<file path="src/rtl/div_iter_unit_pkg.sv">
// Shared state codes and handshake constants for the iterative divider.
package div_iter_unit_pkg;

    typedef enum logic [1:0] {
        DivFree   = 2'b00,
        DivByZero = 2'b01,
        DivOn     = 2'b10,
        DivEnd    = 2'b11
    } div_state_e;

    localparam logic DivStart          = 1'b1;
    localparam logic DivStop           = 1'b0;
    localparam logic DivResultReady    = 1'b1;
    localparam logic DivResultNotReady = 1'b0;

    localparam logic [31:0] ZeroWord = 32'h0;

endpackage

</file>
<file path="src/rtl/div_sign_fix.sv">
// Two-lane conditional two's-complement negate: abs on the way in,
// sign restore on the way out.
module div_sign_fix #(
    parameter int WIDTH = 32
) (
    input  logic [WIDTH-1:0] val_a,
    input  logic [WIDTH-1:0] val_b,
    input  logic             neg_a,
    input  logic             neg_b,
    output logic [WIDTH-1:0] res_a,
    output logic [WIDTH-1:0] res_b
);

    assign res_a = neg_a ? -val_a : val_a;
    assign res_b = neg_b ? -val_b : val_b;

endmodule

</file>
<file path="src/rtl/div_iter_unit.sv">
// Iterative restoring DIV/DIVU for EX; result is {remainder, quotient}.
// Optional DIV_EARLY_EXIT_EN skips iteration when |a| < |b|.
import div_iter_unit_pkg::*;

module div_iter_unit #(
    parameter int WIDTH = 32,
    parameter int CNT_W = 6
) (
    input  logic               clk,
    input  logic               rst,
    input  logic               signed_div_i,
    input  logic [WIDTH-1:0]   opdata1_i,
    input  logic [WIDTH-1:0]   opdata2_i,
    input  logic               start_i,
    input  logic               annul_i,
    output logic [2*WIDTH-1:0] result_o,
    output logic               ready_o
);

    div_state_e       state, state_nxt;
    logic [CNT_W-1:0] cnt;
    logic [WIDTH-1:0] rem, quo, b_abs;
    logic             sgn, a_neg, b_neg, bypass;
    logic [WIDTH-1:0] a_abs_in, b_abs_in, quo_fix, rem_fix;
    logic [WIDTH:0]   trial;
    logic             in_a_neg, in_b_neg;
    logic             div_zero, early, go;

    assign in_a_neg = signed_div_i & opdata1_i[WIDTH-1];
    assign in_b_neg = signed_div_i & opdata2_i[WIDTH-1];
    assign div_zero = (opdata2_i == '0);
    assign go       = (start_i == DivStart) & ~annul_i;

    div_sign_fix #(.WIDTH(WIDTH)) u_abs (
        .val_a (opdata1_i),
        .val_b (opdata2_i),
        .neg_a (in_a_neg),
        .neg_b (in_b_neg),
        .res_a (a_abs_in),
        .res_b (b_abs_in)
    );

    // bypass results (div-by-zero, early exit) are already final
    div_sign_fix #(.WIDTH(WIDTH)) u_fix (
        .val_a (quo),
        .val_b (rem),
        .neg_a (~bypass & sgn & (a_neg ^ b_neg)),
        .neg_b (~bypass & sgn & a_neg),
        .res_a (quo_fix),
        .res_b (rem_fix)
    );

`ifdef DIV_EARLY_EXIT_EN
    assign early = (a_abs_in < b_abs_in);
`else
    assign early = 1'b0;
`endif

    assign trial = {rem, quo[WIDTH-1]} - {1'b0, b_abs};

    always_ff @(posedge clk) begin
        if (rst) state <= DivFree;
        else     state <= state_nxt;
    end

    always_comb begin
        state_nxt = state;
        unique case (state)
            DivFree: begin
                if (go)
                    state_nxt = (div_zero | early) ? DivByZero : DivOn;
            end
            DivByZero: begin
                state_nxt = annul_i ? DivFree : DivEnd;
            end
            DivOn: begin
                if (annul_i)
                    state_nxt = DivFree;
                else if (cnt == CNT_W'(WIDTH - 1))
                    state_nxt = DivEnd;
            end
            DivEnd: begin
                if (start_i == DivStop)
                    state_nxt = DivFree;
            end
        endcase
    end

    always_ff @(posedge clk) begin
        if (rst) begin
            cnt      <= '0;
            rem      <= '0;
            quo      <= '0;
            b_abs    <= '0;
            sgn      <= 1'b0;
            a_neg    <= 1'b0;
            b_neg    <= 1'b0;
            bypass   <= 1'b0;
            result_o <= '0;
            ready_o  <= DivResultNotReady;
        end else begin
            unique case (state)
                DivFree: begin
                    result_o <= '0;
                    ready_o  <= DivResultNotReady;
                    if (go) begin
                        sgn   <= signed_div_i;
                        a_neg <= in_a_neg;
                        b_neg <= in_b_neg;
                        b_abs <= b_abs_in;
                        cnt   <= '0;
                        if (div_zero) begin
                            bypass <= 1'b1;
                            rem    <= opdata1_i;
                            quo    <= '1;
                        end else if (early) begin
                            bypass <= 1'b1;
                            rem    <= opdata1_i;
                            quo    <= '0;
                        end else begin
                            bypass <= 1'b0;
                            rem    <= '0;
                            quo    <= a_abs_in;
                        end
                    end
                end
                DivByZero: begin
                end
                DivOn: begin
                    if (!annul_i) begin
                        cnt <= cnt + CNT_W'(1);
                        if (!trial[WIDTH]) begin
                            rem <= trial[WIDTH-1:0];
                            quo <= {quo[WIDTH-2:0], 1'b1};
                        end else begin
                            rem <= {rem[WIDTH-2:0], quo[WIDTH-1]};
                            quo <= {quo[WIDTH-2:0], 1'b0};
                        end
                    end
                end
                DivEnd: begin
                    if (start_i == DivStop) begin
                        result_o <= '0;
                        ready_o  <= DivResultNotReady;
                    end else begin
                        result_o <= {rem_fix, quo_fix};
                        ready_o  <= DivResultReady;
                    end
                end
            endcase
        end
    end

endmodule

</file>
<file path="config.mk">
export PLATFORM = sky130hd
export DESIGN_NAME = div_iter_unit
export DESIGN_NICKNAME = d
export VERILOG_FILES = /design/src/rtl/div_iter_unit_pkg.sv /design/src/rtl/div_sign_fix.sv /design/src/rtl/div_iter_unit.sv
export SDC_FILE = /design/constraint.sdc
export NUM_CORES = 1
export LEC_CHECK = 0
export CAP_MARGIN = 0
export CORE_ASPECT_RATIO = 0.75
export CORE_MARGIN = 4
export CORE_UTILIZATION = 40
export CTS_CLUSTER_SIZE = 10
export DETAILED_ROUTE_END_ITERATION = 16
export GPL_TIMING_DRIVEN = 0
export PLACE_DENSITY_LB_ADDON = 0.12
export SYNTH_ARGS = -nofsm -noshare
export SYNTH_HDL_FRONTEND = slang
export SYNTH_SLANG_ARGS = --single-unit
export TNS_END_PERCENT = 50
</file>
<file path="constraint.sdc">
create_clock -name clk -period 9.1 [get_ports clk]
set_input_delay 2.73 -clock clk [delete_from_list [all_inputs] [get_ports clk]]
set_output_delay 2.73 -clock clk [all_outputs]
set_load 0.02 [all_outputs]
</file>
==> results.md <==
| Group | Item | This run |
|---|---|---|
| timing | Sum of negative setup slack | 0 ns |
| drt | Number of routed nets with antenna violations | 0 |
| place | Final weighted congestion of routability-driven global placement | 0.928 |
| clock network | TritonCTS clock tree | yes |
| power and ir drop | Power per cell area | 315 mW/mm2 |
| floorplan | Area inside the core boundary | 0.0273 mm2 |
| global route | Largest net degree at the start of global routing | 17 |
| clock network | Total number of clock tree sinks | 173 |
| yosys | Most common flop cell mapped by yosys | sky130_fd_sc_hd__dfxtp_1 |
| worst setup path | Category of the worst setup path capture point | flip-flop |
| timing | Final Hold Violating Endpoints | 0 |
| cells and area | Area added between synthesis and finish | 21.2% |
| place | Final HPWL from detailed placement | 31200 um |
| drt | Post-Route WL | 40100 um |
| clock network | # hold bufs at CTS | 0 |
| clock network | Clock latency on the worst-skew pair | 0.44 ns |
| yosys | Leading post-synthesis cells by instance count | sky130_fd_sc_hd__dfxtp_1 (173), sky130_fd_sc_hd__nor2_1 (147), sky130_fd_sc_hd__a21oi_1 (138), sky130_fd_sc_hd__nand2_1 (138), sky130_fd_sc_hd__o21ai_0 (87) |
| worst setup path | Ordered list of cells on the worst path | clkdlybuf4s50_1, or4_1, nor3_1, inv_1, nor4_2, and2_1, buf_2, a22oi_1, o22ai_1 |
| yosys | Number of nets in the synthesized netlist | 1567 |
| worst setup path | Startpoint of the worst register-to-register path | quo[31] |
| place | Port Buffers | 132 |
| cells and area | Area of the multi-input gates | 0.00711 mm2 |
| floorplan | Die extent in x | 201 um |
| timing | Final Worst Setup Slack | 2.99 ns |
| floorplan | Placement row count | 52 |
| yosys | Fraction of synthesized area in multiplexers | 1.07% |
| run | Max capacitance violation total | 0 |
| clock network | Number of levels in the clock H-tree | 4 |
| yosys | Mapped Avg Cell Area | 7.68 um2 |
| timing | Worst Hold Margin | 0.452 ns |
| power and ir drop | IR drop worst, VDD | 181 uV |
| worst setup path | Library cell contributing the largest single delay on the critical path | sky130_fd_sc_hd__nor4_2 |
| worst hold path | Min-Delay Path Class | reg -> reg |
| power and ir drop | Static leakage | 4.89 nW |
| yosys | Async set-or-reset flop fraction in the synthesized netlist | 0% |
| cells and area | Area taken by flip-flops and latches | 0.00346 mm2 |
| yosys | Complex-gate fraction of the synthesized area | 28.8% |
| clock network | Number of buffers on the longest clock path | 2 |
| cells and area | Layout cell share with drive strength beyond 1 | 3.45% |
| yosys | Arithmetic-cell share of the synthesized area counting full adders, half adders and majority gates | 4.65% |
| cells and area | Nets@finish | 1718 |
| timing | Final slew viol count | 0 |
| worst setup path | Reg2Reg Setup Slack | 5.02 ns |
| drt | First DRT Iteration DRCs | 1182 |
| clock network | Setup fix buffers added after clock tree synthesis | 0 |
| drt | Via count normalized by instance count | 5.91 |
| floorplan | Initial Util | 41.1% |
| yosys | Sequential cell area fraction in the yosys report | 30.9% |
| yosys | Proportion of netlist area held by the largest area contributor | 30.9% |
| worst setup path | Required time of the worst setup path | 9.46 ns |
| yosys | Leading cell types by total area after synthesis | sky130_fd_sc_hd__dfxtp_1 (31%), sky130_fd_sc_hd__a21oi_1 (6.2%), sky130_fd_sc_hd__xnor2_1 (6.1%) |
| global route | Total congestion overflow | 0 |
| yosys | Number of unique standard cell types used by synthesis | 64 |
| global route | Combined global-route utilization of all metal layers | 25.4% |
| yosys | Cell count after synthesis | 1457 |
| cells and area | Ant diodes | 0 |
| outcome | Status | completed |
| yosys | Syn Std Cell Area | 0.0112 mm2 |
| yosys | Combinational family with the most area after synthesis | compound AO/OA/AOI/OAI gates |
| worst hold path | Min-Delay Endpoint | result_o[12] |
| yosys | Post-Synth Simple-Gate Area | 18.1% |
| yosys | Number of storage elements in the synthesis netlist | 173 |
| global route | Vias in the first global route | 10900 |
| cells and area | Fin util | 49.8% |
| drt | Length of the first detailed-routing pass in iterations | 6 |
| drt | WL/cell | 20.3 um |
| place | Worst slack at placement | 2.69 ns |
| floorplan | Die Span Y | 153 um |
| worst hold path | Worst min-delay path startpoint | result_o[12] |
| worst setup path | Type of the setup path with the least slack | in -> reg |
| timing | Period utilization | 67.2% |
| global route | Global-route wire length before repair | 62700 um |
| timing | Clock skew | 0.00959 ns |
| worst setup path | Crit path launch type | input port |
| clock network | Reg clk slew, reported paths | 0.07 ns |
| yosys | Number of warnings reported in the yosys synthesis log | 0 |
| worst setup path | Crit path max fanout | 10 |
| timing | Pin slew with the least headroom to its limit | 1.41 ns |
| floorplan | Top-level port count | 134 |
| worst setup path | Worst-case reg-to-reg path depth | 13 |
| yosys | Top-count cell post-synth | sky130_fd_sc_hd__dfxtp_1 |
| worst setup path | Buffering stage count on the worst path with inverters included | 3 |
| worst setup path | CP peak stage delay | 1.19 ns |
| timing | RSZ-0062 raised after global routing | no |
| yosys | Number of flops mapped to enable cells by yosys | 0 |
| timing | Rel. slew slack | 5.08% |
| yosys | Cell type with the highest aggregate area in the netlist | sky130_fd_sc_hd__dfxtp_1 |
| worst setup path | Crit path max-delay family | simple AND/OR/NAND/NOR gates |
| floorplan | Die Footprint | 0.0308 mm2 |
| yosys | Synthesized-area fraction occupied by xor and xnor cells | 10.9% |
| worst hold path | Number of cells on the worst hold path | 2 |
| worst setup path | Arrival time at the worst endpoint | 6.47 ns |
| clock network | TritonCTS buffer count | 17 |
| global route | Initial antenna violation count | 0 |
| drt | Via count | 11600 |
| timing | Achievable clock frequency | 164 MHz |
| clock network | Cells resized by post-CTS repair | 0 |
| clock network | CTS Root Buffer Type | sky130_fd_sc_hd__clkbuf_16 |
| cells and area | Number of fill cells | 2758 |
| timing | Final setup viols | 0 |
| worst setup path | Terminus of the critical flop-to-flop path | rem[1] |
| timing | Tmin final | 6.11 ns |
| drt | DRC violations left | 0 |
==> metrics by stage <==
step / instances / total power [mW] / cell area, um2
after global routing: 1972 / 4.56 / 13600
after global placement: 1940 / 3.41 / 13000
final: 1972 / 4.28 / 13600
after floorplan: 1457 / 2.71 / 11200
after detailed placement: 1940 / 3.43 / 13000
after CTS: 1972 / 4.22 / 13600
==> worst max path at each step <==
stage / slack, ns / depth (start not counted) / end / startpoint
after CTS: 3.14 / 9 / rem[12] / opdata2_i[27]
after global routing: 2.95 / 9 / rem[3] / opdata2_i[27]
final: 2.99 / 9 / rem[12] / opdata2_i[27]
after global placement: 2.71 / 9 / rem[12] / opdata2_i[27]
after detailed placement: 2.69 / 9 / rem[12] / opdata2_i[27]
after floorplan: 4.26 / 9 / quo[26] / opdata1_i[9]
==> cell families (layout without fill, tap and decap cells) <==
kind of cell             after synthesis  after routing
adder cells (fa/ha/maj)               41             41
buffers and inverters                161            325
XOR/XNOR                             139            139
multiplexers                          12             12
AO/OA/AOI/OAI                        493            493
flip-flops                           173            173
AND/OR/NAND/NOR                      438            438
==> state kept, by name (all words and copies together) (netlist names) <==
name / cells
b_abs: 32
b_neg: 1
ready_o: 1
quo: 32
sgn: 1
state: 2
rem: 32
cnt: 6
a_neg: 1
result_o: 64
bypass: 1
==> layer usage <==
layer	vias to the layer above	global-route usage, %	part of all wire (%)
met2	498	36.0	40
li1	5586	-	-
met5	-	0	0
met3	33	5.89	9.2
met1	5528	39.1	49
met4	0	4.95	1.3
==> where the power goes <==
| part | leakage [nW] | switching (mW) | internal (mW) |
|---|---|---|---|
| Sequential | 1.40 | 0.148 | 0.863 |
| Combinational | 3.19 | 1.61 | 0.874 |
| Clock | 0.296 | 0.328 | 0.454 |
==> placed cells by master, fill, tap and decap left out, types with 6 or more instances in the layout <==
cell | synthesis | routed
sky130_fd_sc_hd__o211ai_1 | 6 | 6
sky130_fd_sc_hd__dfxtp_1 | 173 | 173
sky130_fd_sc_hd__o221ai_1 | 28 | 28
sky130_fd_sc_hd__clkbuf_16 | 0 | 17
sky130_fd_sc_hd__a311oi_1 | 12 | 12
sky130_fd_sc_hd__o41ai_1 | 12 | 12
sky130_fd_sc_hd__clkdlybuf4s50_1 | 0 | 132
sky130_fd_sc_hd__nor2_1 | 147 | 147
sky130_fd_sc_hd__inv_1 | 63 | 63
sky130_fd_sc_hd__a22oi_1 | 47 | 47
sky130_fd_sc_hd__o21ai_0 | 87 | 87
sky130_fd_sc_hd__o21a_1 | 6 | 6
sky130_fd_sc_hd__o31ai_1 | 20 | 20
sky130_fd_sc_hd__nand2_1 | 138 | 138
sky130_fd_sc_hd__o22ai_1 | 18 | 18
sky130_fd_sc_hd__a21oi_1 | 138 | 138
sky130_fd_sc_hd__or2_2 | 6 | 6
sky130_fd_sc_hd__and2_1 | 12 | 12
sky130_fd_sc_hd__nand4_1 | 6 | 6
sky130_fd_sc_hd__nand3_1 | 18 | 18
sky130_fd_sc_hd__and3_1 | 13 | 13
sky130_fd_sc_hd__nor4_1 | 17 | 17
sky130_fd_sc_hd__or3_1 | 14 | 14
sky130_fd_sc_hd__nor3_1 | 25 | 25
sky130_fd_sc_hd__a31oi_1 | 14 | 14
sky130_fd_sc_hd__xnor2_1 | 78 | 78
sky130_fd_sc_hd__a221oi_1 | 9 | 9
sky130_fd_sc_hd__a21o_1 | 20 | 20
sky130_fd_sc_hd__nor2b_1 | 8 | 8
sky130_fd_sc_hd__ha_1 | 40 | 40
sky130_fd_sc_hd__or4_1 | 10 | 10
sky130_fd_sc_hd__xor2_1 | 61 | 61
sky130_fd_sc_hd__clkbuf_1 | 85 | 87
sky130_fd_sc_hd__mux2i_1 | 12 | 12
sky130_fd_sc_hd__buf_2 | 7 | 7
sky130_fd_sc_hd__a211oi_1 | 33 | 33
sky130_fd_sc_hd__nand2b_1 | 11 | 11
==> worst register-to-register path: stages, from the launching register on <==
cell,delay (ns)
sky130_fd_sc_hd__dfxtp_1,0.54
sky130_fd_sc_hd__inv_1,0.09
sky130_fd_sc_hd__ha_1,0.25
sky130_fd_sc_hd__fa_1,0.39
sky130_fd_sc_hd__nand2b_1,0.21
sky130_fd_sc_hd__a21oi_1,0.33
sky130_fd_sc_hd__o2111ai_1,0.27
sky130_fd_sc_hd__a21oi_2,0.34
sky130_fd_sc_hd__a41oi_2,0.19
sky130_fd_sc_hd__nor3_2,0.34
sky130_fd_sc_hd__clkbuf_1,0.46
sky130_fd_sc_hd__o21ai_0,0.20
sky130_fd_sc_hd__a32oi_1,0.22
sky130_fd_sc_hd__a211oi_1,0.10
==> final cells by class <==
cell class              count  share of cell area (%)
multi-input cells        1123                    52.4
flip-flops and latches    173                    25.5
repair buffers            132                    9.74
clock buffers              22                    3.50
well taps                 351                    3.24
plain buffers              97                    2.80
inverters                  64                    1.77
clock inverters            10                    1.01
(Power assumes the default switching activity.)
